===== src/rtl/program_run_ctrl.sv =====
// program_run_ctrl: holds a single-cycle core in reset, releases it at a start PC, and runs it until currentpc reaches an end PC or a watchdog fires
// Ports: CLK/resetl (async active-low) clock and reset; start/abort run control;
//   start_addr/end_addr program window; core_currentpc/core_result from core;
//   core_resetl/core_startpc to core; busy/done/timeout status; result captured
//   MemtoRegOut; cycle_count RUN cycles used.
// Optional: define PC_TRACE_EN to add last_pc (last sampled RUN PC) and pc_stall (sticky repeated-PC flag).
module program_run_ctrl #(
  parameter int RESET_CYCLES = 2,
  parameter int WDOG_WIDTH = 16,
  parameter int WDOG_LIMIT = 255
) (
  input  logic                  CLK,
  input  logic                  resetl,
  input  logic                  start,
  input  logic                  abort,
  input  logic [63:0]           start_addr,
  input  logic [63:0]           end_addr,
  input  logic [63:0]           core_currentpc,
  input  logic [63:0]           core_result,
  output logic                  core_resetl,
  output logic [63:0]           core_startpc,
  output logic                  busy,
  output logic                  done,
  output logic                  timeout,
  output logic [63:0]           result,
`ifdef PC_TRACE_EN
  output logic [63:0]           last_pc,
  output logic                  pc_stall,
`endif
  output logic [WDOG_WIDTH-1:0] cycle_count
);
  localparam int HW = RESET_CYCLES > 1 ? $clog2(RESET_CYCLES) : 1;
  typedef enum logic [1:0] {IDLE, HOLD, RUN} state_t;
  state_t state, state_d;
  logic [HW-1:0] hold_cnt, hold_cnt_d;
  logic [63:0] end_reg, end_reg_d, core_startpc_d, result_d;
  logic core_resetl_d, done_d, timeout_d;
  logic [WDOG_WIDTH-1:0] cycle_count_d, cnt_inc;
  always_comb begin
    state_d = state;
    hold_cnt_d = hold_cnt;
    end_reg_d = end_reg;
    core_startpc_d = core_startpc;
    result_d = result;
    core_resetl_d = core_resetl;
    done_d = done;
    timeout_d = timeout;
    cycle_count_d = cycle_count;
    cnt_inc = cycle_count + 1'b1;
    unique case (state)
      IDLE: begin
        core_resetl_d = 1'b0;
        if (start) begin
          core_startpc_d = start_addr;
          end_reg_d = end_addr;
          done_d = 1'b0;
          timeout_d = 1'b0;
          cycle_count_d = '0;
          hold_cnt_d = '0;
          state_d = HOLD;
        end
      end
      HOLD: begin
        if (abort) state_d = IDLE;
        else if (hold_cnt == HW'(RESET_CYCLES - 1)) begin
          core_resetl_d = 1'b1;
          state_d = RUN;
        end else hold_cnt_d = hold_cnt + 1'b1;
      end
      RUN: begin
        // abort outranks PC match, which outranks the watchdog
        if (abort) begin
          core_resetl_d = 1'b0;
          state_d = IDLE;
        end else if (core_currentpc >= end_reg) begin
          result_d = core_result;
          done_d = 1'b1;
          core_resetl_d = 1'b0;
          state_d = IDLE;
        end else begin
          cycle_count_d = cnt_inc;
          if (cnt_inc == WDOG_WIDTH'(WDOG_LIMIT)) begin
            timeout_d = 1'b1;
            core_resetl_d = 1'b0;
            state_d = IDLE;
          end
        end
      end
      default: state_d = IDLE;
    endcase
  end
  always_ff @(posedge CLK or negedge resetl) begin
    if (!resetl) begin
      state <= IDLE;
      hold_cnt <= '0;
      end_reg <= '0;
      core_startpc <= '0;
      result <= '0;
      core_resetl <= 1'b0;
      done <= 1'b0;
      timeout <= 1'b0;
      cycle_count <= '0;
      busy <= 1'b0;
    end else begin
      state <= state_d;
      hold_cnt <= hold_cnt_d;
      end_reg <= end_reg_d;
      core_startpc <= core_startpc_d;
      result <= result_d;
      core_resetl <= core_resetl_d;
      done <= done_d;
      timeout <= timeout_d;
      cycle_count <= cycle_count_d;
      busy <= state_d != IDLE;
    end
  end
`ifdef PC_TRACE_EN
  // cycle_count is zero only on the first RUN edge, so it gates out the stale last_pc compare
  always_ff @(posedge CLK or negedge resetl) begin
    if (!resetl) begin
      last_pc <= '0;
      pc_stall <= 1'b0;
    end else if (state == IDLE && start) pc_stall <= 1'b0;
    else if (state == RUN) begin
      last_pc <= core_currentpc;
      if (cycle_count != '0 && core_currentpc == last_pc) pc_stall <= 1'b1;
    end
  end
`endif
endmodule


===== config.mk =====
export PLATFORM = sky130hd
export DESIGN_NAME = program_run_ctrl
export DESIGN_NICKNAME = d
export VERILOG_FILES = /design/src/rtl/program_run_ctrl.sv
export SDC_FILE = /design/constraint.sdc
export NUM_CORES = 1
export LEC_CHECK = 0
export ABC_AREA = 1
export ABC_CLOCK_PERIOD_IN_PS = 1850
export BUFFER_PORTS_ARGS = -buffer_cell sky130_fd_sc_hd__buf_4
export CAP_MARGIN = 25
export CORE_ASPECT_RATIO = 1.4
export CORE_MARGIN = 4
export CORE_UTILIZATION = 45
export DETAILED_ROUTE_END_ITERATION = 8
export PLACE_DENSITY = 0.87
export SLEW_MARGIN = 15
export SYNTH_ARGS = -nofsm -noshare
export SYNTH_HDL_FRONTEND = slang
export SYNTH_SLANG_ARGS = --single-unit

===== constraint.sdc =====
create_clock -name CLK -period 1.85 [get_ports CLK]
set_input_delay 0.2775 -clock CLK [delete_from_list [all_inputs] [get_ports CLK]]
set_output_delay 0.2775 -clock CLK [all_outputs]
set_load 0.02 [all_outputs]

==> results of run 1 <==
## layout make-up
cell class                      instances  area (um^2)  area share (%)
Antenna cell                            5        12.51         0.07207
Clock buffer                           34        676.9           3.899
Clock inverter                          6        86.33          0.4973
Inverter                               97        366.6           2.112
Multi-Input combinational cell        902         4711           27.13
Sequential cell                       215         5383           31.00
Tap cell                              301        376.6           2.169
Timing Repair Buffer                  657         5749           33.11
## power by group through the flow
stage | combinational, mW | clock [mW] | sequential, mW
after CTS | 11.4 | 4.80 | 7.91
final | 12.9 | 4.77 | 8.21
after global routing | 13.8 | 5.03 | 8.36
after detailed placement | 10.5 | 0 | 7.90
after global placement | 10.1 | 0 | 7.85
after floorplan | 4.21 | 0 | 9.51
## kinds of logic after synthesis
family                     share of synthesized area [%]
AOI/OAI and AO/OA                                  5.612
xor gates and xnor gates                          0.1683
adders and majority gates                          7.931
buffers and inverters                              6.465
DFF                                                51.67
and+or+nand+nor                                    28.15
## metal layers
metal / vias up / track usage, % / share of wire, %
met5: - / 0 / 0.029
met4: 2 / 21.14 / 9.0
met3: 294 / 6.119 / 8.2
met2: 782 / 53.83 / 50
met1: 5619 / 33.57 / 33
li1: 5280 / - / -
## Yosys cell counts, drive strengths merged
library cell,n,share of area [%]
nand2,540,20
dfrtp,215,52
nand3,98,4.7
inv,96,3.5
o21ai,73,3.5
ha,66,7.9
nor2,58,2.2
a21oi,35,1.7
buf,27,2.0
clkbuf,26,0.94
nand4,13,0.78
nand3b,4,0.29
nor3,4,0.24
a21o,2,0.14
o21bai,2,0.14
xnor2,2,0.17
a31oi,1,0.060
and3,1,0.060
clkinv,1,0.036
nor2b,1,0.060
nor3b,1,0.12
o21a,1,0.072
## per-stage QoR
step / util, % / hold WS, ns / setup slack [ns]
2_1_floorplan: - / -0.01809 / -0.1173
3_3_place_gp: 62.18 / 0.2480 / -0.4723
3_5_place_dp: 62.18 / 0.2510 / -0.5425
4_1_cts: 74.14 / 0.002751 / -0.3960
5_1_grt: 76.52 / 0.005075 / -0.7017
6_report: 76.52 / 0.01523 / -0.5580
## how the worst max path moves through the flow
stage	cells past startpoint	to	from	slack (ns)
after global placement	14	result[61]	core_currentpc[55]	-0.47
after CTS	14	result[61]	end_reg[50]	-0.40
after floorplan	15	result[10]	end_reg[55]	-0.12
final	14	result[15]	end_reg[49]	-0.56
after global routing	15	result[16]	end_reg[51]	-0.70
after detailed placement	14	result[60]	core_currentpc[55]	-0.54
## worst max-delay path, cell delays in order, from the launching register on
cell and delay [ns]:
sky130_fd_sc_hd__dfrtp_1 0.34, sky130_fd_sc_hd__inv_2 0.05, sky130_fd_sc_hd__ha_4 0.26, sky130_fd_sc_hd__nand2_1 0.08
sky130_fd_sc_hd__nor2_2 0.14, sky130_fd_sc_hd__nand2_2 0.09, sky130_fd_sc_hd__nor3_4 0.21, sky130_fd_sc_hd__nand2_2 0.09
sky130_fd_sc_hd__nor3b_4 0.25, sky130_fd_sc_hd__nand2_2 0.14, sky130_fd_sc_hd__nand2_8 0.14, sky130_fd_sc_hd__buf_12 0.15
sky130_fd_sc_hd__clkbuf_16 0.17, sky130_fd_sc_hd__nand3_1 0.09, sky130_fd_sc_hd__nand2_1 0.11
## timing repair
item | 4_1_cts | 5_1_grt
gates resized for setup | 16 | 74
cloned | 2 | 10
setup buffers | 5 | 1
pin swaps | 0 | 26
endpoints found under the setup margin | 85 | 85
hold endpoints to repair | 227 | 0
hold buffers | 179 | 0
==> metrics.log, run 1 <==
[metrics] status: complete, but fails checks
[metrics] violations in the final reports: setup timing
[metrics] gr ovfl total: 0
[metrics] Net count, final: 2222
[metrics] shortest clock period the worst path allows after layout: 2.408 ns
[metrics] Mapped Avg Cell Area: 8.218 um^2
[metrics] Worst Setup Slack, final: -0.5580 ns
[metrics] Layout area overhead: 66.74%
[metrics] number of buffers created by CTS: 23
[metrics] total wire length: 44.21 mm
[metrics] core region area: 22690 um^2
[metrics] count of H-tree levels built during CTS: 1
[metrics] distinct cell type count of the synthesized netlist: 30
[metrics] final weighted congestion in routability-driven placement: 0.8987
[metrics] Syn. warnings: 0
[metrics] most frequent standard cell in the layout excluding fill and tap cells: sky130_fd_sc_hd__nand2_1
[metrics] area after detailed placement: 14110 um^2
[metrics] Placed Cells incl. Taps: 1977
[metrics] average wire per cell in the routed design: 19.94 um
[metrics] Layout fillers: 1288
[metrics] Maximum Capacitance Violations: 0
[metrics] first-pass GRT wire length: 63.52 mm
[metrics] kind of start point of the critical path: flip-flop
[metrics] worst min path class: in -> reg
[metrics] First DRT Iteration DRCs: 892
[metrics] router iterations before antenna repair: 6
[metrics] total track usage: 31.07%
[metrics] clock slew at the register clock pins of the worst setup and hold paths: 0.06 ns
[metrics] setup-violating endpoint count in the final report: 85
[metrics] clock network power share: 18.4%
[metrics] Worst Setup End Kind: flip-flop
[metrics] sum of internal, switching and leakage power: 25.88 mW
[metrics] Rel. slew slack: 66.47%
[metrics] number of hold violations in the final report: 0
[metrics] Remaining DRCs: 0
[metrics] final instance area: 17360 um^2
[metrics] largest fanout on the critical path: 8
[metrics] buffer cell driving the clock tree root: sky130_fd_sc_hd__clkbuf_16
[metrics] worst reg-to-reg path cell count: 14
[metrics] Worst VDD drop: 0.001007 V
[metrics] vertical die dimension: 188.0 um
[metrics] kind of critical path: reg -> reg
[metrics] worst endpoint required time: 2.29 ns
[metrics] Non-Filler Instances: 2217
[metrics] I/O pin count: 408
[metrics] switching power of the nets: 10.84 mW
[metrics] setup repair after global routing missed its margin: true
[metrics] detailed placement HPWL: 24.19 mm
[metrics] worst min-delay path endpoint: result[9]
[metrics] top library cells by usage in the layout, fill and taps aside: 505 x sky130_fd_sc_hd__nand2_1, 448 x sky130_fd_sc_hd__buf_4, 213 x sky130_fd_sc_hd__dfrtp_1, 179 x sky130_fd_sc_hd__dlygate4sd3_1, 94 x sky130_fd_sc_hd__nand3_1
[metrics] final worst path period share: 130.2%
[metrics] flop-to-flop setup slack: -0.56 ns
[metrics] post-synth net total: 1593
[metrics] number of standard cells after synthesis: 1267
[metrics] flip-flop and latch count after synthesis: 215
[metrics] CTS tree: yes
[metrics] end of the worst register-to-register path: result[15]
[metrics] startpoint of the lowest-slack register-to-register path: end_reg[49]
[metrics] summed instance area of the synthesized netlist: 10410 um^2
[metrics] Pint: 15.03 mW
[metrics] transition at the pin with the smallest max-transition slack: 0.5029 ns
[metrics] vias in the first global route: 12460
[metrics] worst-skew pair later-pin latency: 0.51 ns
[metrics] Chip Width: 136.6 um
[metrics] PwrDens: 1490 nW/um^2
[metrics] CP Data Arrival Time: 2.85 ns
[metrics] maximum clock skew at final layout: 0.02157 ns
[metrics] CTS max path bufs: 3
[metrics] power share of the sequential group: 31.7%
[metrics] number of antenna violations at the first check in global routing: 6
[metrics] average via count per standard cell: 5.402
[metrics] share of the yosys chip area belonging to registers: 51.67%
[metrics] fraction of layout cells with a size suffix above 1: 30.66%
[metrics] cell depth of the worst hold path: 3
[metrics] Num Clock Sinks: 215
[metrics] ANT nets after route: 0
[metrics] number of slew-limit violations in the final report: 0
[metrics] Initial Util: 45.89%
[metrics] leakage power: 9.165 nW
[metrics] total number of vias: 11980
[metrics] Fin Setup TNS: -41.34 ns
[metrics] switching share of power: 41.91%
[metrics] combinational cell fraction of total power: 49.8%
[metrics] Die Outline Area: 25670 um^2
[metrics] Rows: 65
[metrics] Max Freq: 415.3 MHz
[metrics] pin count of the biggest net entering global routing: 99
[metrics] Port Buf Inserts: 407
[metrics] min-delay src: core_result[9]
(Power assumes the default switching activity.)
==> run 2: changes to the inputs <==
--- a/config.mk
+++ b/config.mk
@@ -5,15 +5,14 @@
 export SDC_FILE = /design/constraint.sdc
 export NUM_CORES = 1
 export LEC_CHECK = 0
-export ABC_AREA = 1
 export ABC_CLOCK_PERIOD_IN_PS = 1850
 export BUFFER_PORTS_ARGS = -buffer_cell sky130_fd_sc_hd__buf_4
 export CAP_MARGIN = 25
-export CORE_ASPECT_RATIO = 1.4
+export CORE_ASPECT_RATIO = 0.7
 export CORE_MARGIN = 4
-export CORE_UTILIZATION = 45
+export CORE_UTILIZATION = 44
 export DETAILED_ROUTE_END_ITERATION = 8
-export PLACE_DENSITY = 0.87
+export PLACE_DENSITY = 0.85
 export SLEW_MARGIN = 15
 export SYNTH_ARGS = -nofsm -noshare
 export SYNTH_HDL_FRONTEND = slang
==> run 2 against run 1 <==
- the run still ends with setup timing left
- non-clock buffer count increased by 64
- sequential power decreased by 3.4%
- clock skew decreased by 0.0086 ns
- critical endpoint is now result[59]
- register-to-register slack got worse by 0.59 ns
==> metrics.log, run 2 <==
[metrics] worst reg-to-reg path cell count: 12 (was 14)
[metrics] total number of vias: 11090 (was 11980)
[metrics] Rows: 46 (was 65)
[metrics] capturing element of the worst setup path: result[59] (was result[15])
[metrics] worst-skew pair later-pin latency: 0.52 ns (was 0.51 ns)
[metrics] CP Data Arrival Time: 3.39 ns (was 2.85 ns)
[metrics] ANT nets after route: 0 (unchanged)
[metrics] flip-flop and latch count after synthesis: 215 (unchanged)
[metrics] number of hold violations in the final report: 0 (unchanged)
[metrics] cell types occupying the most area after synthesis: sky130_fd_sc_hd__dfrtp_1 52%, sky130_fd_sc_hd__nand2_1 11%, sky130_fd_sc_hd__ha_1 8.0% (was sky130_fd_sc_hd__dfrtp_1 52%, sky130_fd_sc_hd__nand2_1 19%, sky130_fd_sc_hd__ha_1 7.9%)
[metrics] kind of start point of the critical path: flip-flop (unchanged)
[metrics] total buffers and inverters traversed by the critical path: 4 (was 3)
[metrics] setup-violating endpoint count in the final report: 85 (unchanged)
[metrics] CTS tree: yes (unchanged)
[metrics] most numerous cell types in the synthesized netlist: 293 x sky130_fd_sc_hd__nand2_1, 215 x sky130_fd_sc_hd__dfrtp_1, 77 x sky130_fd_sc_hd__o21ai_0 (was 536 x sky130_fd_sc_hd__nand2_1, 215 x sky130_fd_sc_hd__dfrtp_1, 98 x sky130_fd_sc_hd__nand3_1)
[metrics] fraction of layout cells with a size suffix above 1: 40.29% (was 30.66%)
[metrics] logic depth of the worst path, buffers included: 12 (was 14)
[metrics] First DRT Iteration DRCs: 697 (was 892)
[metrics] top library cells by usage in the layout, fill and taps aside: 510 x sky130_fd_sc_hd__buf_4, 292 x sky130_fd_sc_hd__nand2_1, 212 x sky130_fd_sc_hd__dfrtp_1, 187 x sky130_fd_sc_hd__dlygate4sd3_1, 73 x sky130_fd_sc_hd__o21ai_0 (was 505 x sky130_fd_sc_hd__nand2_1, 448 x sky130_fd_sc_hd__buf_4, 213 x sky130_fd_sc_hd__dfrtp_1, 179 x sky130_fd_sc_hd__dlygate4sd3_1, 94 x sky130_fd_sc_hd__nand3_1)
[metrics] Syn. warnings: 0 (unchanged)
[metrics] Chip Width: 191.2 um (was 136.6 um)
[metrics] final weighted congestion in routability-driven placement: 0.8799 (was 0.8987)
[metrics] Layout area overhead: 72.77% (was 66.74%)
[metrics] dominant synthesized flop cell: sky130_fd_sc_hd__dfrtp_1 (unchanged)
[metrics] kind of cell adding the most delay to the critical path: compound AO/OA/AOI/OAI gates (was simple AND/OR/NAND/NOR gates)
[metrics] flop-to-flop setup slack: -1.15 ns (was -0.56 ns)
[metrics] number of slew-limit violations in the final report: 0 (unchanged)
[metrics] most frequent standard cell in the layout excluding fill and tap cells: sky130_fd_sc_hd__buf_4 (was sky130_fd_sc_hd__nand2_1)
[metrics] status: complete, but fails checks (unchanged)
[metrics] PwrDens: 1403 nW/um^2 (was 1490 nW/um^2)
[metrics] number of antenna violations at the first check in global routing: 2 (was 6)
[metrics] shortest clock period the worst path allows after layout: 2.996 ns (was 2.408 ns)
[metrics] core region area: 22850 um^2 (was 22690 um^2)
[metrics] gr ovfl total: 0 (unchanged)
[metrics] Worst VDD drop: 0.001060 V (was 0.001007 V)
[metrics] first-pass GRT wire length: 64.92 mm (was 63.52 mm)
[metrics] Num Clock Sinks: 215 (unchanged)
[metrics] count of H-tree levels built during CTS: 1 (unchanged)
[metrics] end of the worst register-to-register path: result[59] (was result[15])
[metrics] vertical die dimension: 136.2 um (was 188.0 um)
[metrics] router iterations before antenna repair: 5 (was 6)
[metrics] Rel. slew slack: 60.12% (was 66.47%)
[metrics] worst-case hold slack: 0.01600 ns (was 0.01523 ns)
[metrics] Worst Setup Slack, final: -1.146 ns (was -0.5580 ns)
[metrics] number of standard cells after synthesis: 1021 (was 1267)
[metrics] Mapped Avg Cell Area: 10.12 um^2 (was 8.218 um^2)
[metrics] leakage power: 9.042 nW (was 9.165 nW)
[metrics] kind of critical path: reg -> reg (unchanged)
[metrics] Setup crit start: end_reg[40] (was end_reg[49])
[metrics] Max Freq: 333.7 MHz (was 415.3 MHz)
[metrics] share of the yosys chip area belonging to registers: 52.06% (was 51.67%)
[metrics] worst endpoint required time: 2.24 ns (was 2.29 ns)
[metrics] count of flip-flops with a built-in enable after synthesis: 0 (unchanged)
[metrics] vias in the first global route: 11860 (was 12460)
[metrics] clock slew at the register clock pins of the worst setup and hold paths: 0.06 ns (about the same)
[metrics] distinct cell type count of the synthesized netlist: 58 (was 30)
[metrics] maximum single-stage delay on the critical path: 0.40 ns (was 0.34 ns)
[metrics] pre-CTS WS: -1.201 ns (was -0.5425 ns)
[metrics] pin count of the biggest net entering global routing: 161 (was 99)
[metrics] post-synth net total: 1347 (was 1593)
[metrics] most used cell along the critical path: sky130_fd_sc_hd__buf_6 (was sky130_fd_sc_hd__nand2_2)
[metrics] worst min path class: in -> reg (unchanged)
[metrics] setup repair after global routing missed its margin: true (unchanged)
[metrics] average via count per standard cell: 5.400 (was 5.402)
[metrics] total track usage: 31.66% (was 31.07%)
[metrics] total wire length: 44.34 mm (was 44.21 mm)
[metrics] maximum clock skew at final layout: 0.01297 ns (was 0.02157 ns)
[metrics] proportion of netlist area held by the largest area contributor: 52.06% (was 51.67%)
[metrics] buffer cell driving the clock tree root: sky130_fd_sc_hd__clkbuf_16 (unchanged)
[metrics] Initial Util: 45.23% (was 45.89%)
[metrics] average wire per cell in the routed design: 21.59 um (was 19.94 um)
[metrics] startpoint of the lowest-slack register-to-register path: end_reg[40] (was end_reg[49])
[metrics] violations in the final reports: setup timing (unchanged)
[metrics] Util after Layout: 78.13% (was 76.52%)
[metrics] number of buffers created by CTS: 23 (unchanged)
[metrics] Worst Setup End Kind: flip-flop (unchanged)
[metrics] transition at the pin with the smallest max-transition slack: 0.5982 ns (was 0.5029 ns)
[metrics] Cell Chain, Critical Path: inv_2, ha_4, nand4_1, nor3_1, a221o_1, or3_4, a221oi_4, a21oi_4, buf_12, buf_6, buf_6, mux2_4 (was inv_2, ha_4, nand2_1, nor2_2, nand2_2, nor3_4, nand2_2, nor3b_4, nand2_2, nand2_8, buf_12, clkbuf_16, nand3_1, nand2_1)
[metrics] top-count cell post-synth: sky130_fd_sc_hd__nand2_1 (unchanged)
[metrics] Layout fillers: 1232 (was 1288)
[metrics] detailed placement HPWL: 25.39 mm (was 24.19 mm)
[metrics] cell type with the largest total area after synthesis: sky130_fd_sc_hd__dfrtp_1 (unchanged)
[metrics] Remaining DRCs: 0 (unchanged)
[metrics] Die Outline Area: 26040 um^2 (was 25670 um^2)
[metrics] standard cell with the maximum stage delay on the critical path: sky130_fd_sc_hd__dfrtp_1 (unchanged)
[metrics] Net count, final: 2049 (was 2222)
[metrics] final worst path period share: 162.0% (was 130.2%)
[metrics] largest fanout on the critical path: 7 (was 8)
[metrics] async set or reset register ratio after synthesis: 100.0% (unchanged)
[metrics] I/O pin count: 408 (unchanged)
[metrics] CTS max path bufs: 3 (unchanged)
[metrics] Port Buf Inserts: 407 (unchanged)
[metrics] Maximum Capacitance Violations: 0 (unchanged)
[metrics] summed instance area of the synthesized netlist: 10330 um^2 (was 10410 um^2)
-- run 2: power by group --
group / internal (mW) / switching, mW / leakage [nW]
logic: 5.25 / 6.49 / 5.90
registers: 6.71 / 1.22 / 2.73
clock network: 3.29 / 2.07 / 0.417
-- run 2: cell families (layout without fill, tap and decap cells) --
| kind of cell | after synthesis | count (layout) | synth area share (%) |
|---|---|---|---|
| compound gates | 153 | 153 | 8.887 |
| xor+xnor | 4 | 4 | 0.3390 |
| mux | 71 | 71 | 9.444 |
| flops | 215 | 215 | 52.06 |
| fa+ha+maj | 66 | 66 | 7.991 |
| buf+inv | 112 | 831 | 4.565 |
| other cells | 0 | 2 | 0 |
| simple gates | 400 | 400 | 16.71 |
-- run 2: per-stage QoR --
| step | cell area, um^2 | TNS [ns] | instances | power (mW) |
|---|---|---|---|---|
| final | 17850 | -91.01 | 2054 | 25.05 |
| after floorplan | 10440 | -64.43 | 1021 | 13.15 |
| after detailed placement | 14540 | -94.65 | 1801 | 17.92 |
| after global routing | 17850 | -94.91 | 2053 | 26.16 |
| after global placement | 14540 | -92.01 | 1801 | 17.43 |
| after CTS | 17540 | -75.31 | 2038 | 23.93 |
-- run 2: cell type report --
type / count / area [um^2] / share of cell area [%]
inverters: 68 / 255.2 / 1.430
diodes: 2 / 5.005 / 0.02803
clock buffers: 30 / 641.9 / 3.595
flip-flops and latches: 215 / 5384 / 30.16
well taps: 312 / 390.4 / 2.187
clock inverters: 12 / 219.0 / 1.226
repair buffers: 721 / 6085 / 34.08
multi-input cells: 694 / 4873 / 27.30
-- run 2: worst reg2reg max path: stages (launching register included) --
cell and delay, ns:
sky130_fd_sc_hd__dfrtp_1 0.40, sky130_fd_sc_hd__inv_2 0.09, sky130_fd_sc_hd__ha_4 0.20, sky130_fd_sc_hd__nand4_1 0.23, sky130_fd_sc_hd__nor3_1 0.08, sky130_fd_sc_hd__a221o_1 0.34
sky130_fd_sc_hd__or3_4 0.37, sky130_fd_sc_hd__a221oi_4 0.38, sky130_fd_sc_hd__a21oi_4 0.11, sky130_fd_sc_hd__buf_12 0.16, sky130_fd_sc_hd__buf_6 0.12, sky130_fd_sc_hd__buf_6 0.11
sky130_fd_sc_hd__mux2_4 0.29
-- run 2: worst min-delay path by stage --
| stage | cells past startpoint | to | slack (ns) | startpoint |
|---|---|---|---|---|
| after global placement | 1 | end_reg[42] | 0.26 | resetl |
| final | 3 | end_reg[17] | 0.02 | end_addr[17] |
| after CTS | 2 | result[13] | 0.002 | core_result[13] |
| after global routing | 2 | result[13] | 0.001 | core_result[13] |
| after floorplan | 0 | busy | -0.02 | resetl |
| after detailed placement | 1 | core_startpc[42] | 0.26 | resetl |
-- run 2: repair_timing --
action,4_1_cts,5_1_grt
setup endpoints to repair,85,94
cloned,2,4
resized for setup,38,40
endpoints found under the hold margin,234,0
pin swaps,13,12
buffers inserted,7,10
hold buffers,187,0
-- run 2: metal layers --
metal	part of all wire (%)	global-route usage [%]
met5	0	0
met4	5.3	14.47
met3	9.7	9.856
met2	49	55.08
met1	36	35.98
